## src/rtl/vector_floating_point_divide_unit_iterative_pkg.sv

```systemverilog
// Shared types and constants for the iterative vector FP32 divider.
// Holds the binary32 field layout, operand classes, exception-flag layout,
// the divider FSM states and an operand classification helper.
package vector_floating_point_divide_unit_iterative_pkg;

  typedef struct packed {
    logic        sign;
    logic [7:0]  exponent;
    logic [22:0] mantissa;
  } fp32_t;

  typedef enum logic [2:0] {ZERO, NORMAL, INF, QNAN, SNAN} fp_class_t;

  // Bit order matches the RISC-V fflags CSR: {NV,DZ,OF,UF,NX}.
  typedef struct packed {
    logic nv;
    logic dz;
    logic of;
    logic uf;
    logic nx;
  } fflags_t;

  typedef enum logic [1:0] {IDLE, DIVIDE, ROUND, DONE} divide_state_t;

  localparam logic [31:0] FP32_CANONICAL_NAN  = 32'h7FC00000;
  localparam int          FP32_BIAS           = 127;
  localparam int          FP32_DIV_ITERATIONS = 26;

  // Subnormals (exponent 0) classify as ZERO: they are flushed silently.
  function automatic fp_class_t fp32_classify(input fp32_t x);
    fp_class_t c;
    if (x.exponent == 8'h00)      c = ZERO;
    else if (x.exponent == 8'hFF) c = (x.mantissa == 23'd0) ? INF :
                                      (x.mantissa[22] ? QNAN : SNAN);
    else                          c = NORMAL;
    return c;
  endfunction

endpackage

```

## src/rtl/fp32_divide_lane.sv

```systemverilog
// One binary32 divide lane: restoring radix-2 mantissa divider with
// round-to-nearest-even packing.
// Ports:
//   clock, reset    - clock, async active-high reset
//   start           - latch op_a/op_b, classify, initialise divider
//   step            - produce one quotient bit
//   round_en        - normalise/round/pack into result and flags
//   op_a, op_b      - dividend / divisor (already swapped for vfrdiv)
//   result, flags   - registered quotient and exception flags
module fp32_divide_lane
  import vector_floating_point_divide_unit_iterative_pkg::*;
(
  input  logic        clock,
  input  logic        reset,
  input  logic        start,
  input  logic        step,
  input  logic        round_en,
  input  logic [31:0] op_a,
  input  logic [31:0] op_b,
  output logic [31:0] result,
  output fflags_t     flags
);

  fp32_t     a, b;
  fp_class_t ca, cb;
  logic      s;

  assign a  = op_a;
  assign b  = op_b;
  assign ca = fp32_classify(a);
  assign cb = fp32_classify(b);
  assign s  = a.sign ^ b.sign;

  // Special-operand resolution, computed at accept time.
  logic        sp;
  logic [31:0] sp_res;
  fflags_t     sp_flags;

  always_comb begin
    sp       = 1'b1;
    sp_res   = {s, 31'd0};
    sp_flags = '0;
    if (ca == QNAN || ca == SNAN || cb == QNAN || cb == SNAN) begin
      sp_res      = FP32_CANONICAL_NAN;
      sp_flags.nv = (ca == SNAN) || (cb == SNAN);
    end else if ((ca == ZERO && cb == ZERO) || (ca == INF && cb == INF)) begin
      sp_res      = FP32_CANONICAL_NAN;
      sp_flags.nv = 1'b1;
    end else if (ca == INF) begin
      sp_res = {s, 8'hFF, 23'd0};
    end else if (cb == ZERO) begin
      sp_res      = {s, 8'hFF, 23'd0};
      sp_flags.dz = 1'b1;
    end else if (ca == ZERO || cb == INF) begin
      sp_res = {s, 31'd0};
    end else begin
      sp = 1'b0;
    end
  end

  // Datapath state
  logic        sign_q;
  logic [9:0]  exp_q;     // unbiased difference + bias, two's complement
  logic [23:0] mb_q;
  logic [24:0] rem_q;
  logic [25:0] quo_q;
  logic        sp_q;
  logic [31:0] sp_res_q;
  fflags_t     sp_flags_q;

  // Remainder stays below 2*divisor, so a 26-bit compare is enough.
  logic [25:0] diff;
  assign diff = {1'b0, rem_q} - {2'b00, mb_q};

  // Normalise, round to nearest even, range check.
  logic        norm, rbit, sticky, up, inexact;
  logic [25:0] m_full;
  logic [23:0] mant;
  logic [24:0] mant_r;
  logic [22:0] frac;
  logic [9:0]  e_pre, e_fin;
  logic [31:0] rnd_res;
  fflags_t     rnd_flags;

  always_comb begin
    norm      = quo_q[25];
    m_full    = norm ? quo_q : {quo_q[24:0], 1'b0};
    e_pre     = exp_q - {9'd0, ~norm};
    mant      = m_full[25:2];
    rbit      = m_full[1];
    sticky    = m_full[0] | (|rem_q);
    up        = rbit & (sticky | mant[0]);
    mant_r    = {1'b0, mant} + {24'd0, up};
    e_fin     = e_pre + {9'd0, mant_r[24]};
    frac      = mant_r[24] ? mant_r[23:1] : mant_r[22:0];
    inexact   = rbit | sticky;
    rnd_flags = '0;
    if ($signed(e_fin) >= 10'sd255) begin
      rnd_res      = {sign_q, 8'hFF, 23'd0};
      rnd_flags.of = 1'b1;
      rnd_flags.nx = 1'b1;
    end else if ($signed(e_fin) <= 10'sd0) begin
      rnd_res      = {sign_q, 31'd0};
      rnd_flags.uf = 1'b1;
      rnd_flags.nx = 1'b1;
    end else begin
      rnd_res      = {sign_q, e_fin[7:0], frac};
      rnd_flags.nx = inexact;
    end
  end

  always_ff @(posedge clock or posedge reset) begin
    if (reset) begin
      sign_q     <= 1'b0;
      exp_q      <= '0;
      mb_q       <= '0;
      rem_q      <= '0;
      quo_q      <= '0;
      sp_q       <= 1'b0;
      sp_res_q   <= '0;
      sp_flags_q <= '0;
      result     <= '0;
      flags      <= '0;
    end else if (start) begin
      sign_q     <= s;
      exp_q      <= {2'b00, a.exponent} - {2'b00, b.exponent} + 10'(FP32_BIAS);
      mb_q       <= {1'b1, b.mantissa};
      rem_q      <= {2'b01, a.mantissa};
      quo_q      <= '0;
      sp_q       <= sp;
      sp_res_q   <= sp_res;
      sp_flags_q <= sp_flags;
    end else if (step) begin
      if (!diff[25]) begin
        rem_q <= {diff[23:0], 1'b0};
        quo_q <= {quo_q[24:0], 1'b1};
      end else begin
        rem_q <= {rem_q[23:0], 1'b0};
        quo_q <= {quo_q[24:0], 1'b0};
      end
    end else if (round_en) begin
      result <= sp_q ? sp_res_q   : rnd_res;
      flags  <= sp_q ? sp_flags_q : rnd_flags;
    end
  end

endmodule

```

## src/rtl/vector_floating_point_divide_unit_iterative.sv

```systemverilog
// Iterative vector FP32 divider: all SEW=32 lanes of a VLEN vector divide in
// parallel, one quotient bit per lane per cycle, valid/ready on both sides.
// Ports:
//   clock, reset           - clock, async active-high reset
//   flush                  - abort any operation, back to IDLE
//   in_valid/in_ready      - operand handshake
//   reverse                - 0: vd=vs2/vs1, 1: vd=vs1/vs2
//   vs2, vs1               - dividend / divisor vectors
//   out_valid/out_ready    - result handshake
//   vd, fflags             - quotient vector, OR of lane flags {NV,DZ,OF,UF,NX}
module vector_floating_point_divide_unit_iterative
  import vector_floating_point_divide_unit_iterative_pkg::*;
#(
  parameter int VLEN = 128,
  parameter int SEW  = 32
) (
  input  logic            clock,
  input  logic            reset,
  input  logic            flush,
  input  logic            in_valid,
  output logic            in_ready,
  input  logic            reverse,
  input  logic [VLEN-1:0] vs2,
  input  logic [VLEN-1:0] vs1,
  output logic            out_valid,
  input  logic            out_ready,
  output logic [VLEN-1:0] vd,
  output logic [4:0]      fflags
);

  localparam int NUM_LANES = VLEN / SEW;

  if (SEW != 32) begin : g_sew_chk
    $error("vector divider supports SEW=32 only");
  end
  if (VLEN % 32 != 0) begin : g_vlen_chk
    $error("VLEN must be a multiple of 32");
  end

  divide_state_t state_q, state_d;
  logic [4:0]    iter_q;
  logic          ready_q;
  logic          start_stb, step_stb, round_stb;

  // Holds in_ready low for the first cycle out of reset.
  always_ff @(posedge clock or posedge reset) begin
    if (reset) ready_q <= 1'b0;
    else       ready_q <= 1'b1;
  end

  always_ff @(posedge clock or posedge reset) begin
    if (reset) begin
      state_q <= IDLE;
      iter_q  <= '0;
    end else begin
      state_q <= state_d;
      iter_q  <= (state_q == DIVIDE) ? iter_q + 5'd1 : 5'd0;
    end
  end

  always_comb begin
    state_d   = state_q;
    start_stb = 1'b0;
    step_stb  = 1'b0;
    round_stb = 1'b0;
    case (state_q)
      IDLE: if (in_valid && ready_q) begin
        start_stb = 1'b1;
        state_d   = DIVIDE;
      end
      DIVIDE: begin
        step_stb = 1'b1;
        if (iter_q == 5'(FP32_DIV_ITERATIONS - 1)) state_d = ROUND;
      end
      ROUND: begin
        round_stb = 1'b1;
        state_d   = DONE;
      end
      DONE: if (out_ready) state_d = IDLE;
      default: state_d = IDLE;
    endcase
    // flush beats every other request, including an accept in IDLE
    if (flush) begin
      state_d   = IDLE;
      start_stb = 1'b0;
      step_stb  = 1'b0;
      round_stb = 1'b0;
    end
  end

  assign in_ready  = ready_q && (state_q == IDLE);
  assign out_valid = (state_q == DONE);

  logic    [NUM_LANES-1:0][31:0] op_a, op_b, lane_res;
  fflags_t [NUM_LANES-1:0]       lane_flags;

  for (genvar i = 0; i < NUM_LANES; i++) begin : g_lane
    assign op_a[i] = reverse ? vs1[32*i +: 32] : vs2[32*i +: 32];
    assign op_b[i] = reverse ? vs2[32*i +: 32] : vs1[32*i +: 32];
    assign vd[32*i +: 32] = lane_res[i];

    fp32_divide_lane u_lane (
      .clock    (clock),
      .reset    (reset),
      .start    (start_stb),
      .step     (step_stb),
      .round_en (round_stb),
      .op_a     (op_a[i]),
      .op_b     (op_b[i]),
      .result   (lane_res[i]),
      .flags    (lane_flags[i])
    );
  end

  always_comb begin
    fflags = '0;
    for (int i = 0; i < NUM_LANES; i++) fflags = fflags | lane_flags[i];
  end

endmodule

```

## config.mk

```make
export PLATFORM = sky130hd
export DESIGN_NAME = vector_floating_point_divide_unit_iterative
export DESIGN_NICKNAME = d
export VERILOG_FILES = /design/src/rtl/vector_floating_point_divide_unit_iterative_pkg.sv /design/src/rtl/fp32_divide_lane.sv /design/src/rtl/vector_floating_point_divide_unit_iterative.sv
export SDC_FILE = /design/constraint.sdc
export NUM_CORES = 2
export LEC_CHECK = 0
export CAP_MARGIN = 20
export CORE_MARGIN = 2
export CORE_UTILIZATION = 55
export DETAILED_ROUTE_END_ITERATION = 8
export GPL_ROUTABILITY_DRIVEN = 0
export PLACE_DENSITY = 0.77
export SLEW_MARGIN = 10
export SYNTH_ARGS = -nofsm -noshare
export SYNTH_HDL_FRONTEND = slang
export SYNTH_HIERARCHICAL = 1
export SYNTH_SLANG_ARGS = --single-unit
```

## constraint.sdc

```tcl
create_clock -name clock -period 9.1 [get_ports clock]
set_clock_uncertainty 0.1 [all_clocks]
set_input_delay 0.91 -clock clock [delete_from_list [all_inputs] [get_ports clock]]
set_output_delay 0.91 -clock clock [all_outputs]
set_load 0.05 [all_outputs]
```

==> metrics.txt <==
Max Cap Viol 0; CP Max Fanout 23; WP data arrival 6.93 ns; dominant cell type by area after synthesis dfrtp_1; post-route minimum period 6.466 ns; overall die width 272.1 um; DR pass1 iterations 7; I/O Buffers 396; post-CTS setup buffer count 0; GRT Overall Usage 28.60%; CTS-repair resized insts 0; remaining routing DRC violations 0; Initial Util 55.40%; First DRT Iteration DRCs 2808; Synth top cells by count dfrtp_1, nor2_1, nand2_1, mux2_2, a21oi_1; share of layout cells above drive strength 1 10.90%; Sequential Power Share 24.7%; Design Power 15.24 mW; Final #Nets 5194; Finished Layout Cells 5738; Reg area 13110 um2; Critical Path Most Common Cell ha_1; Post-Synthesis Cells 4516; Gate power share 56.8%; Worst-Margin Slew 1.171 ns; setup TNS 0 ns; global-route wire length before repair 175.0 mm; Post-DRT Antenna Nets 0; Post-Syn Nets 4973; CP Cell Sequence nand2b_1 > a21boi_0 > ha_1 > nand3_1 > nor4_4 > nand3_2 > a2111oi_4 > o2111ai_2 > ha_1 > inv_1 > ha_1 > a211oi_1 > o21bai_1 > a2111oi_2 > nor3_1 > a211o_1 > nor2_1 > nor4b_4 > buf_6 > a32o_1; Inst Count DP 5621; Slew Viols, Final 0; synth warn 6; Leak 19.40 nW; die area 74040 um2; H-tree depth 2; Area growth syn-to-layout 16.97%; Hold Crit Class reg -> reg; Synth Area in Compound Gates 18.41%; outcome completed; Slowest-stage cell, CP dfrtp_1; n_diodes 0; Hold Violations, Final 0; Psw 6.771 mW; GRT overflow 0; top cell type's share of synthesized area 33.17%; routed wire length per instance 18.98 um; CTS buffer count 60; Netlist Area Pre-Place 39540 um2; vias post-DR 34780; hold_sp g_lane[2].u_lane/flags[4]; sequential share of the synthesized area 33.17%; worst hold margin 0.3578 ns; core region area 71360 um2; Crit path largest cell delay 0.69 ns; worst skew pair latency 0.63 ns; Async SR Flop Fraction 100.0%; power per cell area 329.6 nW/um2; Sw Ratio 44.42%; final setup fails 0; achievable frequency 154.7 MHz; Seq cells post-synth 524; mux contribution to synthesized area 13.50%; clock transition at the registers of the reported paths 0.06 ns; most common cell in the netlist dfrtp_1; Max clock buf depth 3; area of the multi-input gates 24320 um2; CP startpoint kind register; initial antenna violation count 0; largest cells by area after synthesis dfrtp_1, mux2_2, ha_1, mux2i_1, nor2_1; vias per inst 6.061; period utilisation layout 71.05%; clock power share 18.5%; RR Startpoint g_lane[2].u_lane/quo_q[25]; kind of critical path reg -> reg; top_reg_cell synth dfrtp_1; XOR/XNOR Fraction of Synth Area 4.652%; largest family of logic cells by synthesized area compound AO/OA/AOI/OAI gates; unrepaired setup endpoints after global routing no; worst endpoint required time 9.57 ns; # IOs 397; num rows 98; EDFF count, synth 0; CTS tree done; Worst setup startpoint g_lane[2].u_lane/quo_q[25]; post-synthesis cell type count 110; synthesized-area fraction occupied by adder cells 6.399%; largest net degree at the start of global routing 186; Peak VDD IR 253.6 uV; hpwl dp 78.89 mm; Die Height 272.1 um; number of global-route vias before repair 33210; Clock Tree Root clkbuf_16; Post-Syn Area per Cell 8.755 um2; Routed Wire Length 108.9 mm; CP endpoint kind register; Synth Area in Simple Gates 18.41%; cell-internal power 8.473 mW; # hold bufs at CTS 0; clk sinks 524; Worst slew margin 21.79%; fillcell total 5956
-- power groups by stage --
| stage | Sequential, mW | Combinational [mW] | Clock, mW |
|---|---|---|---|
| 2_1_floorplan | 3.82 | 6.45 | 0 |
| 3_3_place_gp | 3.77 | 8.30 | 0 |
| 3_5_place_dp | 3.78 | 8.48 | 0 |
| 4_1_cts | 3.75 | 8.56 | 2.87 |
| 5_1_grt | 3.85 | 9.52 | 2.96 |
| 6_report | 3.77 | 8.66 | 2.81 |
-- flip-flops by register name, summed over array words and instances (netlist names), 4 cells and up --
register and flops:
g_lane.u_lane/mb_q 96, iter_q 5, g_lane.u_lane/exp_q 40, g_lane.u_lane/result 128, g_lane.u_lane/quo_q 104, g_lane.u_lane/sign_q 4, g_lane.u_lane/rem_q 100, g_lane.u_lane/sp_res_q 12
g_lane.u_lane/flags 20, g_lane.u_lane/sp_flags_q 8, g_lane.u_lane/sp_q 4
-- path summary, 6_finish.rpt --
path | cells after the start | slack (ns) | end
setup reg to reg | 20 | 2.63 | g_lane[2].u_lane/result[21]
setup / recovery | 20 | 2.63 | g_lane[2].u_lane/result[21]
min in group asynchronous | 2 | 1.08 | g_lane[1].u_lane/sp_flags_q[4]
hold reg to reg | 2 | 0.36 | g_lane[2].u_lane/flags[4]
max in group asynchronous | 3 | 6.15 | g_lane[0].u_lane/mb_q[10]
hold / removal | 2 | 0.36 | g_lane[2].u_lane/flags[4]
-- critical path: cells and delay by family, from the launching register on --
family	cells	cell delay, ns
AO/OA/AOI/OAI	8	2.26
adder cells (fa/ha/maj)	3	0.73
buffers and inverters	2	0.31
flip-flops	1	0.69
AND/OR/NAND/NOR	7	2.32
-- placed cells by master (no fill, tap or decap), types with 44 or more instances in the layout --
cell,count
a21o_1,46
a21oi_1,262
a31oi_1,44
clkbuf_16,61
clkdlybuf4s50_1,395
dfrtp_1,523
ha_1,183
inv_1,253
mux2_2,275
mux2i_1,224
nand2_1,390
nand3_1,109
nand4_1,58
nor2_1,421
nor2b_1,68
nor3_1,79
nor3b_1,52
nor4_1,86
o21a_1,51
o21ai_0,256
xnor2_1,103
xor2_1,107
-- logic make-up after synthesis --
family | after synthesis
AOI/OAI and AO/OA | 1084
xor gates and xnor gates | 210
adders and majority gates | 195
buffers and inverters | 531
DFF | 524
muxes | 499
other | 1
and+or+nand+nor | 1472
-- area by class of cell --
cell class / count / area share [%]
Multi-Input combinational cell: 3461 / 52.58
Sequential cell: 524 / 28.36
Tap cell: 950 / 2.570
Inverter: 259 / 2.135
Clock inverter: 25 / 1.061
Timing Repair Buffer: 431 / 9.321
Clock buffer: 88 / 3.974
-- stage by stage --
step | setup WS (ns) | util [%] | area (um2)
after global placement | 2.419 | 61.44 | 43850
after detailed placement | 2.220 | 61.44 | 43850
after global routing | 2.180 | 64.80 | 46250
after floorplan | 2.805 | - | 39540
after CTS | 2.192 | 64.70 | 46170
final | 2.634 | 64.80 | 46250
-- routing by layer --
metal | part of all wire (%) | track usage, % | vias up
met5 | 0 | 0 | -
met4 | 3.1 | 9.196 | 0
met3 | 6.1 | 4.364 | 206
met2 | 46 | 46.65 | 1062
met1 | 44 | 39.12 | 16800
li1 | - | - | 16710
Note: power is estimated with default switching activity, not from simulation.
